**src/rtl/mul_seq_csa_pkg.sv**
```systemverilog
// Shared definitions for the sequential shift-add multiplier: FSM state encoding
// and the helper that sizes the iteration counter.
package mul_seq_csa_pkg;

  typedef enum logic [1:0] {
    IDLE = 2'd0,
    RUN  = 2'd1,
    DONE = 2'd2
  } mul_state_t;

  // One extra bit so the counter can represent WIDTH itself without wrapping.
  function automatic int cnt_width(input int width);
    return $clog2(width) + 1;
  endfunction

endpackage

```
**src/rtl/mul_seq_csa_if.sv**
```systemverilog
// Operand/product handshake bundle for mul_seq_csa.
interface mul_seq_csa_if #(
  parameter int WIDTH = 16
);

  logic               in_valid;
  logic               in_ready;
  logic [WIDTH-1:0]   a;
  logic [WIDTH-1:0]   b;
  logic               out_valid;
  logic               out_ready;
  logic [2*WIDTH-1:0] p;
  logic               busy;

  modport master (
    output in_valid, a, b, out_ready,
    input  in_ready, out_valid, p, busy
  );

  modport slave (
    input  in_valid, a, b, out_ready,
    output in_ready, out_valid, p, busy
  );

endinterface

```
**src/rtl/mul_seq_csa_csa.sv**
```systemverilog
// Conditional-sum adder: recursively halves the operands and produces both the
// carry-in=0 (s0/co0) and carry-in=1 (s1/co1) results at every level.
module mul_seq_csa_csa #(
  parameter int WIDTH = 16
) (
  input  logic [WIDTH-1:0] x,
  input  logic [WIDTH-1:0] y,
  output logic [WIDTH-1:0] s0,
  output logic             co0,
  output logic [WIDTH-1:0] s1,
  output logic             co1
);

  generate
    if (WIDTH == 1) begin : g_leaf
      assign s0  = x ^ y;
      assign co0 = x & y;
      assign s1  = ~(x ^ y);
      assign co1 = x | y;
    end else begin : g_split
      localparam int H = WIDTH / 2;

      logic [H-1:0] lo_s0, lo_s1, hi_s0, hi_s1;
      logic         lo_co0, lo_co1, hi_co0, hi_co1;

      mul_seq_csa_csa #(.WIDTH(H)) u_lo (
        .x   (x[H-1:0]),
        .y   (y[H-1:0]),
        .s0  (lo_s0),
        .co0 (lo_co0),
        .s1  (lo_s1),
        .co1 (lo_co1)
      );

      mul_seq_csa_csa #(.WIDTH(H)) u_hi (
        .x   (x[WIDTH-1:H]),
        .y   (y[WIDTH-1:H]),
        .s0  (hi_s0),
        .co0 (hi_co0),
        .s1  (hi_s1),
        .co1 (hi_co1)
      );

      // The low half's carry selects which precomputed upper result to keep.
      assign s0  = {(lo_co0 ? hi_s1 : hi_s0), lo_s0};
      assign co0 = lo_co0 ? hi_co1 : hi_co0;
      assign s1  = {(lo_co1 ? hi_s1 : hi_s0), lo_s1};
      assign co1 = lo_co1 ? hi_co1 : hi_co0;
    end
  endgenerate

endmodule

```
**src/rtl/mul_seq_csa.sv**
```systemverilog
// Radix-2 shift-add unsigned multiplier: one conditional-sum addition per cycle,
// WIDTH iterations per product, valid/ready on both sides.
//
// state | meaning
// IDLE  | waiting for operands, in_ready high
// RUN   | one add/shift iteration per cycle, WIDTH cycles total
// DONE  | product held on p with out_valid until out_ready
module mul_seq_csa
  import mul_seq_csa_pkg::*;
#(
  parameter int WIDTH = 16
) (
  input logic          clk,
  input logic          rst,
  mul_seq_csa_if.slave bus
);

  localparam int CNT_W = cnt_width(WIDTH);

  mul_state_t         state_q, state_d;
  logic [WIDTH-1:0]   a_q;
  logic [2*WIDTH-1:0] p_q;
  logic [CNT_W-1:0]   cnt_q;

  logic [WIDTH-1:0]   add_x, add_y, add_s;
  logic               add_co;
  logic               accept, last_iter;

  assign accept    = (state_q == IDLE) && bus.in_valid;
  assign last_iter = (cnt_q == CNT_W'(WIDTH - 1));

  assign add_x = p_q[2*WIDTH-1:WIDTH];
  assign add_y = p_q[0] ? a_q : '0;

  mul_seq_csa_csa #(.WIDTH(WIDTH)) u_csa (
    .x   (add_x),
    .y   (add_y),
    .s0  (add_s),
    .co0 (add_co),
    .s1  (),
    .co1 ()
  );

  always_ff @(posedge clk or posedge rst) begin
    if (rst) begin
      state_q <= IDLE;
    end else begin
      state_q <= state_d;
    end
  end

  always_comb begin
    state_d = state_q;
    unique case (state_q)
      IDLE:    if (bus.in_valid) state_d = RUN;
      RUN:     if (last_iter) state_d = DONE;
      DONE:    if (bus.out_ready) state_d = IDLE;
      default: state_d = IDLE;
    endcase
  end

  always_comb begin
    bus.in_ready  = 1'b0;
    bus.out_valid = 1'b0;
    bus.busy      = 1'b0;
    unique case (state_q)
      IDLE: bus.in_ready = !rst;
      RUN:  bus.busy     = 1'b1;
      DONE: begin
        bus.busy      = 1'b1;
        bus.out_valid = 1'b1;
      end
      default: ;
    endcase
  end

  // Carry-out lands in the top bit, so the full WIDTH+1 sum shifts back in.
  always_ff @(posedge clk or posedge rst) begin
    if (rst) begin
      a_q   <= '0;
      p_q   <= '0;
      cnt_q <= '0;
    end else if (accept) begin
      a_q   <= bus.a;
      p_q   <= {{WIDTH{1'b0}}, bus.b};
      cnt_q <= '0;
    end else if (state_q == RUN) begin
      p_q   <= {add_co, add_s, p_q[WIDTH-1:1]};
      cnt_q <= cnt_q + CNT_W'(1);
    end
  end

  assign bus.p = p_q;

endmodule

```
**src/flat_wrapper.sv**
```systemverilog
// flat-port wrapper written by rule: the top's interface ports become plain ports
module mul_seq_csa_flat import mul_seq_csa_pkg::*;
#(
  parameter int WIDTH = 16
)
  (clk, rst, bus_in_valid, bus_a, bus_b, bus_out_ready, bus_in_ready, bus_out_valid, bus_p, bus_busy);
  mul_seq_csa_if #(.WIDTH(WIDTH)) bus_i ();
  input logic clk;
  input logic rst;
  input wire logic [$bits(bus_i.in_valid)-1:0] bus_in_valid;
  input wire logic [$bits(bus_i.a)-1:0] bus_a;
  input wire logic [$bits(bus_i.b)-1:0] bus_b;
  input wire logic [$bits(bus_i.out_ready)-1:0] bus_out_ready;
  output wire logic [$bits(bus_i.in_ready)-1:0] bus_in_ready;
  output wire logic [$bits(bus_i.out_valid)-1:0] bus_out_valid;
  output wire logic [$bits(bus_i.p)-1:0] bus_p;
  output wire logic [$bits(bus_i.busy)-1:0] bus_busy;
  assign bus_i.in_valid = bus_in_valid;
  assign bus_i.a = bus_a;
  assign bus_i.b = bus_b;
  assign bus_i.out_ready = bus_out_ready;
  assign bus_in_ready = bus_i.in_ready;
  assign bus_out_valid = bus_i.out_valid;
  assign bus_p = bus_i.p;
  assign bus_busy = bus_i.busy;
  mul_seq_csa #(.WIDTH(WIDTH)) u_core (.clk(clk), .rst(rst), .bus(bus_i));
endmodule
```
**config.mk**
```make
export PLATFORM = sky130hd
export DESIGN_NAME = mul_seq_csa_flat
export DESIGN_NICKNAME = d
export VERILOG_FILES = /design/src/rtl/mul_seq_csa_pkg.sv /design/src/rtl/mul_seq_csa_if.sv /design/src/rtl/mul_seq_csa_csa.sv /design/src/rtl/mul_seq_csa.sv /design/src/flat_wrapper.sv
export SDC_FILE = /design/constraint.sdc
export NUM_CORES = 1
export LEC_CHECK = 0
export ABC_AREA = 1
export CAP_MARGIN = 25
export CORE_MARGIN = 2
export CORE_UTILIZATION = 40
export DETAILED_ROUTE_END_ITERATION = 12
export PLACE_DENSITY_LB_ADDON = 0.1
export SKIP_CTS_REPAIR_TIMING = 1
export SLEW_MARGIN = 20
export SYNTH_ARGS = -nofsm -noshare
export SYNTH_HDL_FRONTEND = slang
export SYNTH_SLANG_ARGS = --single-unit
```
**constraint.sdc**
```tcl
create_clock -name clk -period 2.25 [get_ports clk]
set_input_delay 0.5625 -clock clk [delete_from_list [all_inputs] [get_ports clk]]
set_output_delay 0.5625 -clock clk [all_outputs]
set_load 0.1 [all_outputs]
```
==> results of run 1 <==
worst max path at each step:
stage                             endpoint  slack [ns]  cells past startpoint
after global routing      u_core.bus.p[30]      -0.007                     13
after CTS                 u_core.bus.p[30]        0.03                     10
after detailed placement   u_core.bus.p[6]       -0.14                      6
final                     u_core.bus.p[30]        0.13                     13
after global placement    u_core.bus.p[15]       -0.09                      6
after floorplan           u_core.bus.p[27]        0.03                     14
stage by stage:
step / area, µm² / setup TNS [ns] / std cells
final: 4828 / 0 / 746
after global routing: 4828 / -0.007186 / 746
after CTS: 4788 / 0 / 743
after detailed placement: 4691 / -2.185 / 735
after global placement: 4691 / -1.718 / 735
after floorplan: 3991 / 0 / 554
logic make-up after synthesis:
| logic type | Yosys count | share of synthesized area [%] |
|---|---|---|
| AO/OA/AOI/OAI | 53 | 8.816 |
| buffers and inverters | 112 | 12.47 |
| adder cells (fa/ha/maj) | 38 | 11.96 |
| XOR/XNOR | 15 | 3.306 |
| flip-flops | 55 | 34.63 |
| AND/OR/NAND/NOR | 281 | 28.81 |
metal layers:
metal | global-route usage [%] | vias to the layer above | routed length, µm
met5 | 0 | - | 0
met4 | 3.185 | 0 | 70
met3 | 2.895 | 7 | 272
met2 | 30.23 | 50 | 4297
met1 | 23.80 | 1593 | 4522
li1 | - | 1808 | -
cells in the mapped netlist:
master      n
nand2_1   232
inv_1      80
dfrtp_1    55
ha_1       38
nor2_1     21
buf_4      19
o21ai_0    18
nand3_1    15
o221ai_1   15
xnor2_1    11
clkbuf_1    7
a21oi_1     5
o22ai_1     5
nand2_2     4
nand2_4     4
o21ai_2     4
xor2_1      4
buf_2       3
inv_2       3
o21ai_1     3
nand4_1     2
o211ai_1    2
a211oi_1    1
nand2_8     1
nor2_2      1
nor2_4      1
cell type report:
cell class / count / area [µm²] / share of cell area (%)
Clock buffer: 5 / 68.82 / 1.425
Clock inverter: 3 / 28.78 / 0.5960
Tap cell: 133 / 166.4 / 3.446
Timing Repair Buffer: 80 / 750.7 / 15.55
Inverter: 83 / 311.5 / 6.452
Multi-Input combinational cell: 387 / 2122 / 43.95
Sequential cell: 55 / 1380 / 28.58
critical path, delay by kind of cell (launching register included):
| kind | cells | cell delay, ns |
|---|---|---|
| simple gates | 10 | 1.04 |
| flops | 1 | 0.61 |
| fa+ha+maj | 1 | 0.25 |
| buf+inv | 2 | 0.10 |
state kept, by name, summed over array words and instances (netlist names):
signal / cells
u_core.a_q: 16
u_core.bus.p: 32
u_core.cnt_q: 5
u_core.state_q: 2
==> results_dict.tcl, run 1 <==
set metrics [dict create \
    grt_pass1_vias 3395 \
    cts_tree "done" \
    finClkSkew_ns 0.01216 \
    status "completed" \
    drv_cap 0 \
    grt_max_degree 56 \
    crit_required_ns 2.47 \
    drt-pass1-iter-count 4 \
    clock_sinks 55 \
    hold_end "u_core.a_q[14]" \
    finalNetCount 686 \
    areaGrowthSynthToFinish_pct 21.51 \
    r2r_slack_ns 0.13 \
    cp.arrival_ns 2.34 \
    cp_cell_sequence "nand2_1 -> inv_1 -> ha_1 -> nand2_1 -> inv_1 -> nor2_1 -> nand2_1 -> nand2_1 -> nand2_1 -> nand2_1 -> nand2_1 -> nand3_1 -> nand2_1" \
    fp.coreArea_mm2 0.009729 \
    drt-wirelength-per-cell_um 12.28 \
    max_stage_delay_ns 0.61 \
    start_util_pct 40.84 \
    yosysUniqueCellTypes 26 \
    drt-total-wl_um 9162 \
    r2r_cells 13 \
    synth.top_cell.area_share_pct 34.63 \
    setup_violations 0 \
    cts_max_level 2 \
    max_freq_mhz 470.8 \
    avgSynthCellArea_um2 7.173 \
    final-max-slew-violation-count 0 \
    dieArea_mm2 0.01075 \
    synth_top_area_cell "dfrtp_1" \
    path_common_cell "nand2_1" \
    grt_pass1_wl_um 15720 \
    slew_headroom_pct 73.70 \
    synth_warnings 0 \
    holdPathStages 2 \
    drive_above_1_share_pct 12.72 \
    fill_cells 998 \
    fin_ws_ns 0.1258 \
    crit_path_end_kind "flip-flop" \
    syn_inst 554 \
    slowest_stage "dfrtp_4" \
    clk_path_buf_depth 2 \
    pre_cts_ws_ns -0.1355 \
    critPathMaxFanout 18 \
    fin_hold_ws_ns 0.4875 \
    dieWidth_um 103.7 \
    row_count 36 \
    r2r_start "u_core.bus.p[0]" \
    worst_slew_pin_slew_ns 0.3939 \
    cp-startpoint "u_core.bus.p[0]" \
    ys_top_cells_by_area "dfrtp_1, nand2_1, ha_1" \
    utilization_pct 49.63 \
    drtAntennaViolNets 0 \
    path_class "flip-flop to flip-flop" \
    clock_latency_ns 0.33 \
    hold_viol_final 0 \
    cts_root_buf "clkbuf_8" \
    min_path_type "flip-flop to flip-flop" \
    routed-via-count 3458 \
    path_clk_slew_ns 0.12 \
    grtUsageTotal_pct 17.65 \
    layout_commonest_cell "nand2_1" \
    n_antenna_cell 0 \
    drt_iter0_drc 166 \
    io_pins 71 \
    io_buffers 70 \
    rr_endpoint "u_core.bus.p[30]" \
    drc_errors 0 \
    period_minus_slack_ns 2.124 \
    grt_overflow 0 \
    hpwl_um 6728 \
    layout_common_cells "nand2_1, inv_1, dfrtp_1, buf_4, ha_1" \
    vias_per_cell 4.635 \
    gp_congestion 0.8357 \
    synth_nets 628 \
    syn_area_mm2 0.003974 \
    fin_crit_sh_pct 94.41 \
    yosys_register_bits 55 \
    cts_buffers 5 \
    antenna_found_initial 0 \
    ys_seq_area_share_pct 34.63 \
    hp-start "u_core.a_q[14]" \
    die_y_um 103.7 \
    cp-start-kind "flip-flop" \
]
Power of run 1 is not shown: default switching activity piles up to over one toggle a cycle in this logic, so the estimate is an artifact.
==> inputs of run 2 (changes only) <==
--- a/config.mk
+++ b/config.mk
@@ -12,6 +12,7 @@
 export DETAILED_ROUTE_END_ITERATION = 12
 export PLACE_DENSITY_LB_ADDON = 0.1
 export SKIP_CTS_REPAIR_TIMING = 1
+export SKIP_LAST_GASP = 1
 export SLEW_MARGIN = 20
 export SYNTH_ARGS = -nofsm -noshare
 export SYNTH_HDL_FRONTEND = slang
==> results_dict.tcl, run 2 (synthesis gave the netlist of run 1 again) <==
set metrics [dict create \
    worst_slew_pin_slew_ns 0.3939 \
    dieWidth_um 103.7 \
    grt_pass1_vias 3395 \
    drt_iter0_drc 133 \
    drc_errors 0 \
    met2_usage_pct 30.23 \
    fin_crit_sh_pct 94.27 \
    met3_usage_pct 2.895 \
    rr_endpoint "u_core.bus.p[30]" \
    crit_required_ns 2.47 \
    r2r_cells 13 \
    drt-total-wl_um 9181 \
    antenna_found_initial 0 \
    layoutNonFillerInstCount 746 \
    min_path_type "flip-flop to flip-flop" \
    row_count 36 \
    n_antenna_cell 0 \
    clock_sinks 55 \
    placedCellCount 735 \
    vias_per_cell 4.650 \
    placed_area_mm2 0.004691 \
    critPathBufInv 2 \
    path_clk_slew_ns 0.12 \
    finalInstanceArea_mm2 0.004822 \
    grtUsageTotal_pct 17.65 \
    path_common_cell "nand2_1" \
    period_minus_slack_ns 2.121 \
    cp_num_cells 13 \
    grt_pass1_wl_um 15720 \
    drv_cap 0 \
    crit_path_end_kind "flip-flop" \
    max_stage_delay_ns 0.61 \
    fp.coreArea_mm2 0.009729 \
    grt_busiest_layer "met2" \
    path_class "flip-flop to flip-flop" \
    cp_cell_sequence "nand2_1 -> inv_1 -> ha_1 -> nand2_1 -> inv_1 -> nor2_1 -> nand2_1 -> nand2_1 -> nand2_1 -> nand2_1 -> nand2_1 -> nand3_1 -> nand2_1" \
    areaGrowthSynthToFinish_pct 21.35 \
    cp.arrival_ns 2.34 \
    cts_root_buf "clkbuf_8" \
    clock_latency_ns 0.33 \
    utilization_pct 49.56 \
    cp-start-kind "flip-flop" \
    start_util_pct 40.84 \
    routed-via-count 3469 \
    final-max-slew-violation-count 0 \
    dieArea_mm2 0.01075 \
    die_y_um 103.7 \
    drt-wirelength-per-cell_um 12.31 \
    gp_congestion 0.8357 \
    cts_tree "done" \
    io_buffers 70 \
    status "completed" \
    drive_above_1_share_pct 12.40 \
    clk_path_buf_depth 2 \
    cp-startpoint "u_core.bus.p[0]" \
    cp-endpoint "u_core.bus.p[30]" \
    slowest_stage "dfrtp_4" \
    grt_setup_unrepaired "yes" \
    r2r_slack_ns 0.13 \
    largest_reg_flops 32 \
    hpwl_um 6728 \
    hold_viol_final 0 \
    cp_top_family "simple AND/OR/NAND/NOR gates" \
    finalNetCount 686 \
    gr-usage-met1_pct 23.80 \
    slew_headroom_pct 73.70 \
    max_freq_mhz 471.5 \
    grt_max_degree 56 \
    cts_max_level 2 \
    io_pins 71 \
    grt_overflow 0 \
    finClkSkew_ns 0.01185 \
    drt-pass1-iter-count 4 \
    cts_buffers 5 \
    drtAntennaViolNets 0 \
    layout_common_cells "nand2_1, inv_1, dfrtp_1, buf_4, ha_1" \
    r2r_start "u_core.bus.p[0]" \
    setup_violations 0 \
    critPathMaxFanout 18 \
    layout_commonest_cell "nand2_1" \
]
==> run 2: cell counts in the layout (fill, tap and decap cells not counted) <==
No cell type changed its count.
==> run 2: worst min-delay path by stage <==
stage	from	end	cells past startpoint
after detailed placement	u_core.a_q[2]	u_core.a_q[2]	2
final	u_core.a_q[14]	u_core.a_q[14]	2
after CTS	u_core.a_q[2]	u_core.a_q[2]	2
after global routing	u_core.a_q[8]	u_core.a_q[8]	2
after floorplan	u_core.a_q[3]	u_core.a_q[3]	2
after global placement	u_core.a_q[4]	u_core.a_q[4]	2
==> run 2: worst reg2reg max path: stages (launching register included) <==
cell and delay (ns):
dfrtp_4 0.61, nand2_1 0.14, inv_1 0.05, ha_1 0.25
nand2_1 0.13, inv_1 0.05, nor2_1 0.19, nand2_1 0.08
nand2_1 0.18, nand2_1 0.07, nand2_1 0.08, nand2_1 0.05
nand3_1 0.08, nand2_1 0.05
==> run 2: layout make-up <==
| cell class | count | area (µm²) |
|---|---|---|
| Clock buffer | 5 | 68.82 |
| Multi-Input combinational cell | 387 | 2116 |
| Tap cell | 133 | 166.4 |
| Fill cell | 999 | 4907 |
| Inverter | 83 | 311.5 |
| Timing Repair Buffer | 80 | 750.7 |
| Clock inverter | 3 | 28.78 |
| Sequential cell | 55 | 1380 |
==> run 2: through the flow <==
step | hold slack, ns | setup WS [ns] | setup TNS [ns]
after floorplan | 0.4487 | 0.02833 | 0
after global placement | 0.4652 | -0.09200 | -1.718
after detailed placement | 0.4650 | -0.1355 | -2.185
after CTS | 0.4936 | 0.03152 | 0
after global routing | 0.5119 | -0.03170 | -0.03170
final | 0.4880 | 0.1289 | 0
==> run 2: per-layer routing <==
metal / wire (µm) / up-vias
li1: - / 1804
met1: 4471 / 1597
met2: 4300 / 61
met3: 340 / 7
met4: 70 / 0
met5: 0 / -
Power of run 2 is left out for the same reason.
